`src/rtl/keypad_matrix_scanner.sv`:
```
`default_nettype none
// ----------------------------------------------------------------------------
// keypad_matrix_scanner: 4x4 keypad row scan, frame debounce, key code strobe
// Rev 1.0
// ----------------------------------------------------------------------------
module keypad_matrix_scanner #(
  parameter int unsigned SCAN_DIV       = 100000,
  parameter int unsigned DEBOUNCE_SCANS = 3
) (
  input  logic       clk,
  input  logic       rst,
  input  logic [3:0] col_in,
  output logic [3:0] row_out,
  output logic [3:0] key_code,
  output logic       key_valid,
  output logic       key_held
);

  localparam int unsigned          c_ctr_w = $clog2(SCAN_DIV);
  localparam logic [c_ctr_w-1:0]   c_tc    = c_ctr_w'(SCAN_DIV - 1);
  localparam logic [3:0]           c_deb   = 4'(DEBOUNCE_SCANS);

  typedef enum logic [1:0] {
    ST_IDLE       = 2'd0,
    ST_PRESS_PEND = 2'd1,
    ST_HELD       = 2'd2
  } state_t;

  logic [3:0]         col_meta_q, col_meta_d;
  logic [3:0]         col_s_q, col_s_d;
  logic [c_ctr_w-1:0] ctr_q, ctr_d;
  logic [3:0]         row_q, row_d;
  logic [15:0]        frame_q, frame_d;
  state_t             state_q, state_d;
  logic [3:0]         cnt_q, cnt_d;
  logic [3:0]         cand_q, cand_d;
  logic [3:0]         code_q, code_d;
  logic               valid_q, valid_d;
  logic               held_q, held_d;

  logic        tc;
  logic        row_legal;
  logic [1:0]  row_idx;
  logic [15:0] frame_w;
  logic        frame_end;
  logic [1:0]  n_set;
  logic [3:0]  hit_code;
  logic        is_none;
  logic        is_single;
  logic [3:0]  cnt_inc;

  always_comb begin
    tc        = (ctr_q == c_tc);
    row_legal = 1'b1;
    row_idx   = 2'd0;
    case (row_q)
      4'b1110: row_idx = 2'd0;
      4'b1101: row_idx = 2'd1;
      4'b1011: row_idx = 2'd2;
      4'b0111: row_idx = 2'd3;
      default: row_legal = 1'b0;
    endcase

    // Snapshot as it will look once the current row's sample is folded in
    frame_w = frame_q;
    if (row_legal) begin
      frame_w[{row_idx, 2'b00} +: 4] = ~col_s_q;
    end
    frame_end = tc && (row_q == 4'b0111);

    n_set    = 2'd0;
    hit_code = 4'd0;
    for (int i = 0; i < 16; i++) begin
      if (frame_w[i]) begin
        if (n_set != 2'd2) n_set = n_set + 2'd1;
        hit_code = 4'(i);
      end
    end
    is_none   = (n_set == 2'd0);
    is_single = (n_set == 2'd1);
    cnt_inc   = (cnt_q == c_deb) ? cnt_q : cnt_q + 4'd1;
  end

  always_comb begin
    col_meta_d = col_in;
    col_s_d    = col_meta_q;
    ctr_d      = tc ? '0 : ctr_q + c_ctr_w'(1);
    row_d      = row_q;
    frame_d    = frame_q;
    state_d    = state_q;
    cnt_d      = cnt_q;
    cand_d     = cand_q;
    code_d     = code_q;
    valid_d    = 1'b0;
    held_d     = held_q;

    if (tc) begin
      frame_d = frame_w;
      row_d   = row_legal ? {row_q[2:0], row_q[3]} : 4'b1110;
    end

    if (frame_end) begin
      case (state_q)
        ST_IDLE: begin
          if (is_single) begin
            cand_d = hit_code;
            if (c_deb == 4'd1) begin
              code_d  = hit_code;
              held_d  = 1'b1;
              valid_d = 1'b1;
              state_d = ST_HELD;
              cnt_d   = 4'd0;
            end else begin
              state_d = ST_PRESS_PEND;
              cnt_d   = 4'd1;
            end
          end
        end
        ST_PRESS_PEND: begin
          if (is_single) begin
            if (hit_code == cand_q) begin
              if (cnt_inc == c_deb) begin
                code_d  = cand_q;
                held_d  = 1'b1;
                valid_d = 1'b1;
                state_d = ST_HELD;
                cnt_d   = 4'd0;
              end else begin
                cnt_d = cnt_inc;
              end
            end else begin
              cand_d = hit_code;
              cnt_d  = 4'd1;
            end
          end else begin
            state_d = ST_IDLE;
            cnt_d   = 4'd0;
          end
        end
        ST_HELD: begin
          // Any activity, even a different key, keeps the held key latched
          if (is_none) begin
            if (cnt_inc == c_deb) begin
              held_d  = 1'b0;
              state_d = ST_IDLE;
              cnt_d   = 4'd0;
            end else begin
              cnt_d = cnt_inc;
            end
          end else begin
            cnt_d = 4'd0;
          end
        end
        default: begin
          state_d = ST_IDLE;
          cnt_d   = 4'd0;
        end
      endcase
    end
  end

  always_ff @(posedge clk) begin
    if (rst) begin
      col_meta_q <= 4'b1111;
      col_s_q    <= 4'b1111;
      ctr_q      <= '0;
      row_q      <= 4'b1110;
      frame_q    <= 16'd0;
      state_q    <= ST_IDLE;
      cnt_q      <= 4'd0;
      cand_q     <= 4'd0;
      code_q     <= 4'd0;
      valid_q    <= 1'b0;
      held_q     <= 1'b0;
    end else begin
      col_meta_q <= col_meta_d;
      col_s_q    <= col_s_d;
      ctr_q      <= ctr_d;
      row_q      <= row_d;
      frame_q    <= frame_d;
      state_q    <= state_d;
      cnt_q      <= cnt_d;
      cand_q     <= cand_d;
      code_q     <= code_d;
      valid_q    <= valid_d;
      held_q     <= held_d;
    end
  end

  assign row_out   = row_q;
  assign key_code  = code_q;
  assign key_valid = valid_q;
  assign key_held  = held_q;

endmodule
`default_nettype wire

```
`config.mk`:
```
export PLATFORM = sky130hd
export DESIGN_NAME = keypad_matrix_scanner
export DESIGN_NICKNAME = d
export VERILOG_FILES = /design/src/rtl/keypad_matrix_scanner.sv
export SDC_FILE = /design/constraint.sdc
export NUM_CORES = 1
export LEC_CHECK = 0
export ABC_AREA = 1
export ABC_CLOCK_PERIOD_IN_PS = 17600
export CAP_MARGIN = 20
export CELL_PAD_IN_SITES_DETAIL_PLACEMENT = 1
export CELL_PAD_IN_SITES_GLOBAL_PLACEMENT = 1
export CORE_MARGIN = 5
export CORE_UTILIZATION = 35
export CTS_CLUSTER_DIAMETER = 80
export DETAILED_ROUTE_END_ITERATION = 8
export PLACE_DENSITY_LB_ADDON = 0.1
export SLEW_MARGIN = 5
export SYNTH_ARGS = -nofsm -noshare
export SYNTH_HDL_FRONTEND = slang
export SYNTH_SLANG_ARGS = --single-unit
```
`constraint.sdc`:
```
create_clock -name clk -period 17.6 [get_ports clk]
set_input_delay 5.28 -clock clk [delete_from_list [all_inputs] [get_ports clk]]
set_output_delay 5.28 -clock clk [all_outputs]
set_load 0.005 [all_outputs]
```
==> results.toml, run 1 <==
[run_status]
outcome = "finished clean"

[grt]
grt_pass1_vias = 4674
grt_max_degree = 32
grtUsageTotal_pct = 17.6
grt_pass1_wl_mm = 21.7
gr-total-overflow = 0
antenna_found_initial = 0

[routing]
vias = 4498
drt-initial-drc-count = 163
post-route-drc-count = 0
wl_per_cell_um = 13.5
first_pass_iters = 4
antenna_left = 0
wl_mm = 12.1
via_per_inst = 5.00

[sta]
fmax_ghz = 0.139
finalMaxSlewViolations = 0
tightest_slew_ps = 725
finalHoldViolCount = 0
setup_viol = 0
fin_skew_ps = 8.59
post-route-min-period_ps = 7220
slew_headroom_pct = 51.5
setup_tns_ps = 0
rsz0062_at_grt = "false"
post-route-period-util_pct = 41.0

[die]
die_height_um = 122
rows = 41
die_w_um = 122
start_util_pct = 35.4
fp.dieArea_um2 = 15000
io_pins = 16
core_area_um2 = 12500

[placed_design]
finalWeightedCongestion = 0.792
io_buffers = 15
place_area_um2 = 4770
dpl.hpwl_mm = 9.50

[critical_path]
cp_max_fo = 19
cp-end-kind = "register"
crit_type = "in -> reg"
critPathLaunchType = "input port"
arrival_ps = 7440
required_ps = 17830

[clock_tree]
postCtsSetupRepairBufs = 0
clk_latency_ps = 330
clockBufferDepth = 2
cts-root-buf = "clkbuf_16"
cts_max_level = 3
clk_pin_slew_ps = 60
cts_tree = "done"
hold_buffers = 0
cts_buffers = 9
cts_resized = 0
clock_sinks = 61

[power_and_ir_drop]
comb_power_share_pct = 12.6
p_per_area_nw_per_um2 = 72.6
leakage_nw = 2.20
power.internal_w = 0.000269
pwr-share-seq_pct = 38.1
p_switching_w = 0.000100
clkPwrFrac_pct = 49.3
irDropWorstVdd_mv = 0.0439
p_sw_share_pct = 27.1

[synthesis]
synth_warnings = 0
syn_avg_cell_area_um2 = 6.30
synth_edf_count = 0
seq_area_frac_synth_pct = 27.6
dominantRegCellSynth = "dfxtp_1"
async_flop_share_pct = 0
synth_nets = 720
synth_area_leader_cell = "dfxtp_1"
synth_top_area_share_pct = 27.6
ys_types = 37
syn_inst = 703
ys_seq_elements = 61
synth.cell_area_um2 = 4430
synthTopCellsByArea = "dfxtp_1 (28%), nand2_1 (15%), nand3_1 (8.6%), inv_1 (8.1%), nor2_1 (6.0%)"

[layout]
drive_gt1_share_pct = 14.1
diodes = 0
area_growth_syn_to_layout_pct = 14.8
stdcell_area_um2 = 5080
layout.cells.most_common_list = "nand2_1 (176), inv_1 (95), nand3_1 (76)"
layout_commonest_cell = "nand2_1"
fin_nets = 740

[hold_path]
hold_path_class = "reg -> reg"

[run]
drv_cap = 0
[power groups by stage]
stage / registers, W / logic, W / clock network (W)
global route: 0.000141 / 0.0000539 / 0.000194
global placement: 0.000143 / 0.0000447 / 0
CTS: 0.000140 / 0.0000470 / 0.000187
detailed placement: 0.000143 / 0.0000467 / 0
floorplan: 0.000143 / 0.0000363 / 0
finish: 0.000140 / 0.0000465 / 0.000182
[final timing paths]
check	cells past startpoint	start	slack (ps)	endpoint
max	4	rst	10380	row_out[0]
min	1	col_meta_q[2]	420	col_s_q[2]
min reg2reg	1	col_meta_q[2]	420	col_s_q[2]
max reg2reg	52	row_out[0]	10420	cand_q[1]
[layer usage]
layer  up-vias  wire length (um)  track usage, %
li1       2328                 -               -
met1      2128              5580            21.1
met2        32              6240            32.6
met3        10               193            2.63
met4         0               129            4.48
met5         -                 0               0
[synthesized netlist by cell type, drive strengths merged (3+ instances only)]
cell    number
nor4         3
nand2      209
o21ai       29
a22oi        3
clkbuf       6
o21a         7
dfxtp       61
nor3b        3
nor3        12
ha          11
or2         12
clkinv       5
a21oi       25
inv        101
nor2        78
xor2         6
o22ai       23
nand4       15
nand3       88
[layout make-up]
class	count	area, um2
clock buffer	10	239
clock inverter	6	71.3
fill	1718	7440
inverter	106	399
multi-input combinational	529	2780
sequential	61	1220
tap	172	215
timing repair buffer	16	158
[stage by stage]
| step | power (W) | hold WS, ps | worst slack, ps | utilization [%] | std cells |
|---|---|---|---|---|---|
| 3_5_place_dp | 0.000190 | 404 | 10010 | 38.1 | 884 |
| 6_report | 0.000369 | 415 | 10380 | 40.6 | 900 |
| 5_1_grt | 0.000388 | 431 | 9360 | 40.6 | 900 |
| 4_1_cts | 0.000375 | 417 | 10340 | 40.6 | 900 |
| 3_3_place_gp | 0.000188 | 400 | 10170 | 38.1 | 884 |
| 2_1_floorplan | 0.000179 | 389 | 11320 | - | 703 |
[flip-flops by register name (all words and copies together), names as in the netlist]
| signal | cells |
|---|---|
| col_s_q | 4 |
| col_meta_q | 4 |
| cand_q | 4 |
| cnt_q | 4 |
| ctr_q | 17 |
| state_q | 2 |
| key_held | 1 |
| frame_q | 16 |
| key_code | 4 |
| key_valid | 1 |
| row_out | 4 |
[logic make-up after synthesis]
family	Yosys count	synth area share (%)
compound gates	90	12.8
xor+xnor	7	1.39
fa+ha+maj	11	3.11
buf+inv	113	9.64
flops	61	27.6
mux	1	0.254
simple gates	420	45.3
[critical path, stage by stage]
cell and delay, ps:
clkdlybuf4s50_1 780, nor2_1 440, clkinv_1 520, o32ai_1 420
(Power assumes the default switching activity.)
==> inputs of run 2 (changes only) <==
ABC_CLOCK_PERIOD_IN_PS = 6350   (was 17600)
clock period = 6.35 ns   (was 17.6 ns; I/O delays follow)
==> results.toml, run 2 (same netlist as run 1, synthesis figures left out) <==
[critical_path]
arrival_ps = 6590
cp-end-kind = "register"
required_ps = 6540
crit_type = "reg -> reg"
critPathLaunchType = "register"
critical_path_buf_inv_count = 10
cp_max_fo = 5
critPathTopFamily = "simple AND/OR/NAND/NOR gates"
crit_slowest_cell = "dfxtp_4"
slowest_delay_ps = 370

[layout]
diodes = 0
seq_area_um2 = 1240
area_growth_syn_to_layout_pct = 45.7
utilization_pct = 51.5
multi_input_area_um2 = 3510
nFillCells = 1615
fin_nets = 815
layout_commonest_cell = "nand2_1"
drive_gt1_share_pct = 39.9
regMostFlops = "ctr_q"
layout.cells.most_common_list = "nand2_1 (105), inv_1 (84), nand2_2 (75)"
top_regs = "ctr_q (17), frame_q (16)"
largest_reg_flops = 17

[clock_tree]
hold_buffers = 0
cts_buffers = 9
clockBufferDepth = 2
cts_tree = "done"
cts_max_level = 3
clock_sinks = 61
clk_pin_slew_ps = 60
cts-root-buf = "clkbuf_16"
clk_latency_ps = 330

[routing]
antenna_left = 0
post-route-drc-count = 0
drt-initial-drc-count = 144
first_pass_iters = 4
wl_mm = 14.5
vias = 4855
wl_per_cell_um = 14.9
via_per_inst = 4.98

[power_and_ir_drop]
irDropWorstVdd_mv = 0.124
p_per_area_nw_per_um2 = 174
finalPower_w = 0.00112
leakage_nw = 2.70

[sta]
fin_skew_ps = 4.76
hold_slack_ps = 409
rsz0062_at_grt = "true"
fin_ws_ps = -51.1
slew_headroom_pct = 32.8
setup_viol = 5
finalHoldViolCount = 0
tightest_slew_ps = 1000
fmax_ghz = 0.156
finalMaxSlewViolations = 0
post-route-min-period_ps = 6400
post-route-period-util_pct = 101

[placed_design]
dpl.hpwl_mm = 9.91
finalWeightedCongestion = 0.808
post-place-ws_ps = -286
io_buffers = 15

[die]
rows = 41
die_height_um = 122
io_pins = 16
die_w_um = 122
fp.dieArea_um2 = 15000
core_area_um2 = 12500
start_util_pct = 35.4

[run_status]
violations = "setup timing"
outcome = "finished, violations left"

[grt]
antenna_found_initial = 0
grt_pass1_wl_mm = 22.4
grt_max_degree = 20
gr-total-overflow = 0
grt_pass1_vias = 4996
grtUsageTotal_pct = 18.2

[run]
drv_cap = 0

[hold_path]
hold_path_class = "reg -> reg"
-- run 2: cell count changes in the layout (fill, tap and decap cells not counted), sizes merged --
cell      previous run  this run
clkbuf              10        13
clkinv               7         4
buf                  1        76
clkinvlp             2         1
bufinv               1         2
-- run 2: path summary, 6_finish.rpt --
kind	cells past startpoint	slack [ps]	end	startpoint
worst max-delay path	52	-50	key_code[0]	row_out[0]
worst max register to register	52	-50	key_code[0]	row_out[0]
worst min register to register	1	410	col_s_q[2]	col_meta_q[2]
worst min-delay path	1	410	col_s_q[2]	col_meta_q[2]
-- run 2: metal layers --
metal | vias up | GRT usage [%] | wire [um]
met3 | 23 | 1.84 | 145
met5 | - | 0 | 0
met4 | 0 | 7.35 | 297
met1 | 2320 | 20.8 | 6240
li1 | 2477 | - | -
met2 | 35 | 34.2 | 7840
-- run 2: metrics by stage --
step	setup TNS [ps]	instances	area [um2]
final	-168	975	6450
after floorplan	0	703	4430
after CTS	0	942	5600
after global routing	-5980	975	6450
after global placement	-74.4	917	5020
after detailed placement	-3590	917	5020
-- run 2: report_power, final --
part | switching [W] | internal, W
Sequential | 0.00000317 | 0.000385
Combinational | 0.000126 | 0.0000754
Clock | 0.000176 | 0.000355
-- run 2: what timing repair did --
item                                    CTS  global route
resized for setup                        48           169
endpoints found under the setup margin   16            16
buffers inserted                          9            33
cloned                                    0             0
pin swaps                                22           108
hold endpoints to repair                  0             0
-- run 2: worst reg2reg max path, delay by kind of cell, from the launching register on --
family	cells	cell delay, ps
AOI/OAI and AO/OA	3	630
adders and majority gates	3	630
buffers and inverters	10	1130
DFF	1	370
and+or+nand+nor	36	3540
-- run 2: area by class of cell --
class / count / area share [%]
clock inverters: 3 / 1.07
repair buffers: 91 / 11.8
clock buffers: 13 / 3.88
well taps: 172 / 3.34
multi-input cells: 529 / 54.4
inverters: 106 / 6.34
flip-flops and latches: 61 / 19.2
==> inputs of run 3 (changes only) <==
==> constraint.sdc (replaced) <==
create_clock -name clk -period 6.35 [get_ports clk]
set_input_delay 0.635 -clock clk [delete_from_list [all_inputs] [get_ports clk]]
set_output_delay 0.635 -clock clk [all_outputs]
set_load 0.005 [all_outputs]
==> results of run 3 <==
The final DEF is identical to that of run 2; final timing and power are the same.
==> variant: new RTL, settings of run 2 <==
Encoding of `state_t`: now one-hot (3 bits for 3 states).
--- a/src/rtl/keypad_matrix_scanner.sv
+++ b/src/rtl/keypad_matrix_scanner.sv
@@ -20,10 +20,10 @@
   localparam logic [c_ctr_w-1:0]   c_tc    = c_ctr_w'(SCAN_DIV - 1);
   localparam logic [3:0]           c_deb   = 4'(DEBOUNCE_SCANS);
 
-  typedef enum logic [1:0] {
-    ST_IDLE       = 2'd0,
-    ST_PRESS_PEND = 2'd1,
-    ST_HELD       = 2'd2
+  typedef enum logic [2:0] {
+    ST_IDLE       = 3'b001,
+    ST_PRESS_PEND = 3'b010,
+    ST_HELD       = 3'b100
   } state_t;
 
   logic [3:0]         col_meta_q, col_meta_d;
Check against the original RTL: same outputs for any inputs over 10 cycles, from zero or initial values and one cycle with rst high; not proved beyond that.
==> variant against run 2 <==
First-iteration DRC count grew 33%; clock power shrank 2%; sequential cell count increased by 1; die area grew 5.5%; sequential power is 2% higher; power up 1.8%; count of clock-buffer cells in the layout unchanged; core utilization fell by 2.6 points; cell area is essentially flat; critical path type unchanged; setup slack better by 0.27 ns; routed wire length increased by 3.5%; via count increased by 6.1%; synthesized area up 6.0%.
==> variant: results (changes against run 2) <==
DPL Wire Length 10600 um (was 9910 um); share of the synthesized area in compound gates (AO/OA/AOI/OAI) 0.127 (was 0.128); worst hold slack across all endpoints 0.406 ns (was 0.409 ns); routability congestion estimate 0.807 (was 0.808); arrival time at the worst endpoint 6.33 ns (was 6.59 ns); Total Routing Usage GR 0.177 (was 0.182); fraction of layout instances using a drive strength above 1 0.347 (was 0.399); instance count after placement with tap cells included 955 (was 917); Synth Net Count 773 (was 720); leading cell types by count after synthesis sky130_fd_sc_hd__nand2_1 (196), sky130_fd_sc_hd__inv_1 (97), sky130_fd_sc_hd__nand3_1 (95) (was sky130_fd_sc_hd__nand2_1 (176), sky130_fd_sc_hd__inv_1 (95), sky130_fd_sc_hd__nand3_1 (76)); Synth Area in Adders 0.0293 (was 0.0311); XOR/XNOR Fraction of Synth Area 0.0112 (was 0.0139); number of nets in the layout 831 (was 815); DRC violation total after the first TritonRoute iteration 191 (was 144); master of the slowest instance on the critical path sky130_fd_sc_hd__dfxtp_2 (was sky130_fd_sc_hd__dfxtp_4); maximum cell stage delay along the critical path 0.35 ns (was 0.37 ns); minimum setup slack after placement -0.298 ns (was -0.286 ns); synth top area cells sky130_fd_sc_hd__dfxtp_1 (26%), sky130_fd_sc_hd__nand2_1 (16%), sky130_fd_sc_hd__nand3_1 (10%), sky130_fd_sc_hd__inv_1 (7.8%), sky130_fd_sc_hd__nor2_1 (4.6%) (was sky130_fd_sc_hd__dfxtp_1 (28%), sky130_fd_sc_hd__nand2_1 (15%), sky130_fd_sc_hd__nand3_1 (8.6%), sky130_fd_sc_hd__inv_1 (8.1%), sky130_fd_sc_hd__nor2_1 (6.0%)); cells after synthesis 756 (was 703); run status finished, final reports clean (was finished, violations left); end point of the critical path cand_q[1] (was key_code[0]); via count 5149 (was 4855); Worst-Margin Slew 0.894 ns (was 1.00 ns); net switching power figure 321 uW (was 305 uW); worst setup slack for register-to-register paths 0.22 ns (was -0.05 ns); worst IR drop on VDD 0.143 mV (was 0.124 mV); wirelength, routed 15000 um (was 14500 um); mux cell area share after synthesis 0.00240 (was 0.00254); Clock Skew 0.00567 ns (was 0.00476 ns); worst reg-to-reg path cell count 53 (was 52); sequential cell area fraction in the yosys report 0.265 (was 0.276)
-- variant: cell type report --
class	instances	area, sq um
inverters	111	428
multi-input cells	575	3770
clock buffers	13	280
flip-flops and latches	62	1250
clock inverters	3	40.0
repair buffers	55	465
well taps	176	220
fillers	1704	6740
-- variant: what timing repair did --
action	CTS	global route
resized for setup	24	181
setup buffers	3	21
pin swaps	12	87
endpoints found under the setup margin	17	17
-- variant: worst min path at each step --
| stage | from | endpoint | cells after the start |
|---|---|---|---|
| 5_1_grt | col_meta_q[2] | col_s_q[2] | 1 |
| 6_report | col_meta_q[1] | col_s_q[1] | 1 |
| 2_1_floorplan | col_meta_q[0] | col_s_q[0] | 1 |
| 3_3_place_gp | col_meta_q[1] | col_s_q[1] | 1 |
| 3_5_place_dp | col_meta_q[2] | col_s_q[2] | 1 |
| 4_1_cts | col_meta_q[1] | col_s_q[1] | 1 |
-- variant: worst max-delay path, delay by kind of cell, from the launching register on --
kind | cells | cell delay, ns
AOI/OAI and AO/OA | 3 | 0.47
adders and majority gates | 3 | 0.69
buffers and inverters | 7 | 0.67
DFF | 1 | 0.35
and+or+nand+nor | 40 | 3.81
-- variant: per-layer routing --
metal | vias to the layer above | share of wire | GRT usage
li1 | 2605 | - | -
met1 | 2478 | 0.44 | 0.221
met2 | 48 | 0.52 | 0.321
met3 | 18 | 0.018 | 0.0305
met4 | 0 | 0.015 | 0.0404
met5 | - | 0 | 0
-- variant: logic make-up (layout without fill, tap and decap cells) --
family / after synthesis / count (layout)
fa+ha+maj: 11 / 11
flops: 62 / 62
simple gates: 458 / 458
xor+xnor: 6 / 6
mux: 1 / 1
buf+inv: 119 / 182
compound gates: 99 / 99
-- variant: stage by stage --
stage | util | cell area (sq um)
floorplan | - | 4690
global placement | 0.390 | 5150
detailed placement | 0.390 | 5150
CTS | 0.425 | 5600
global route | 0.489 | 6450
finish | 0.489 | 6450
-- variant: power groups by stage --
stage,Combinational (uW),Clock (uW),Sequential [uW]
2_1_floorplan,115,0,403
3_3_place_gp,145,0,403
3_5_place_dp,149,0,404
6_report,224,522,395
4_1_cts,157,537,395
5_1_grt,245,555,395
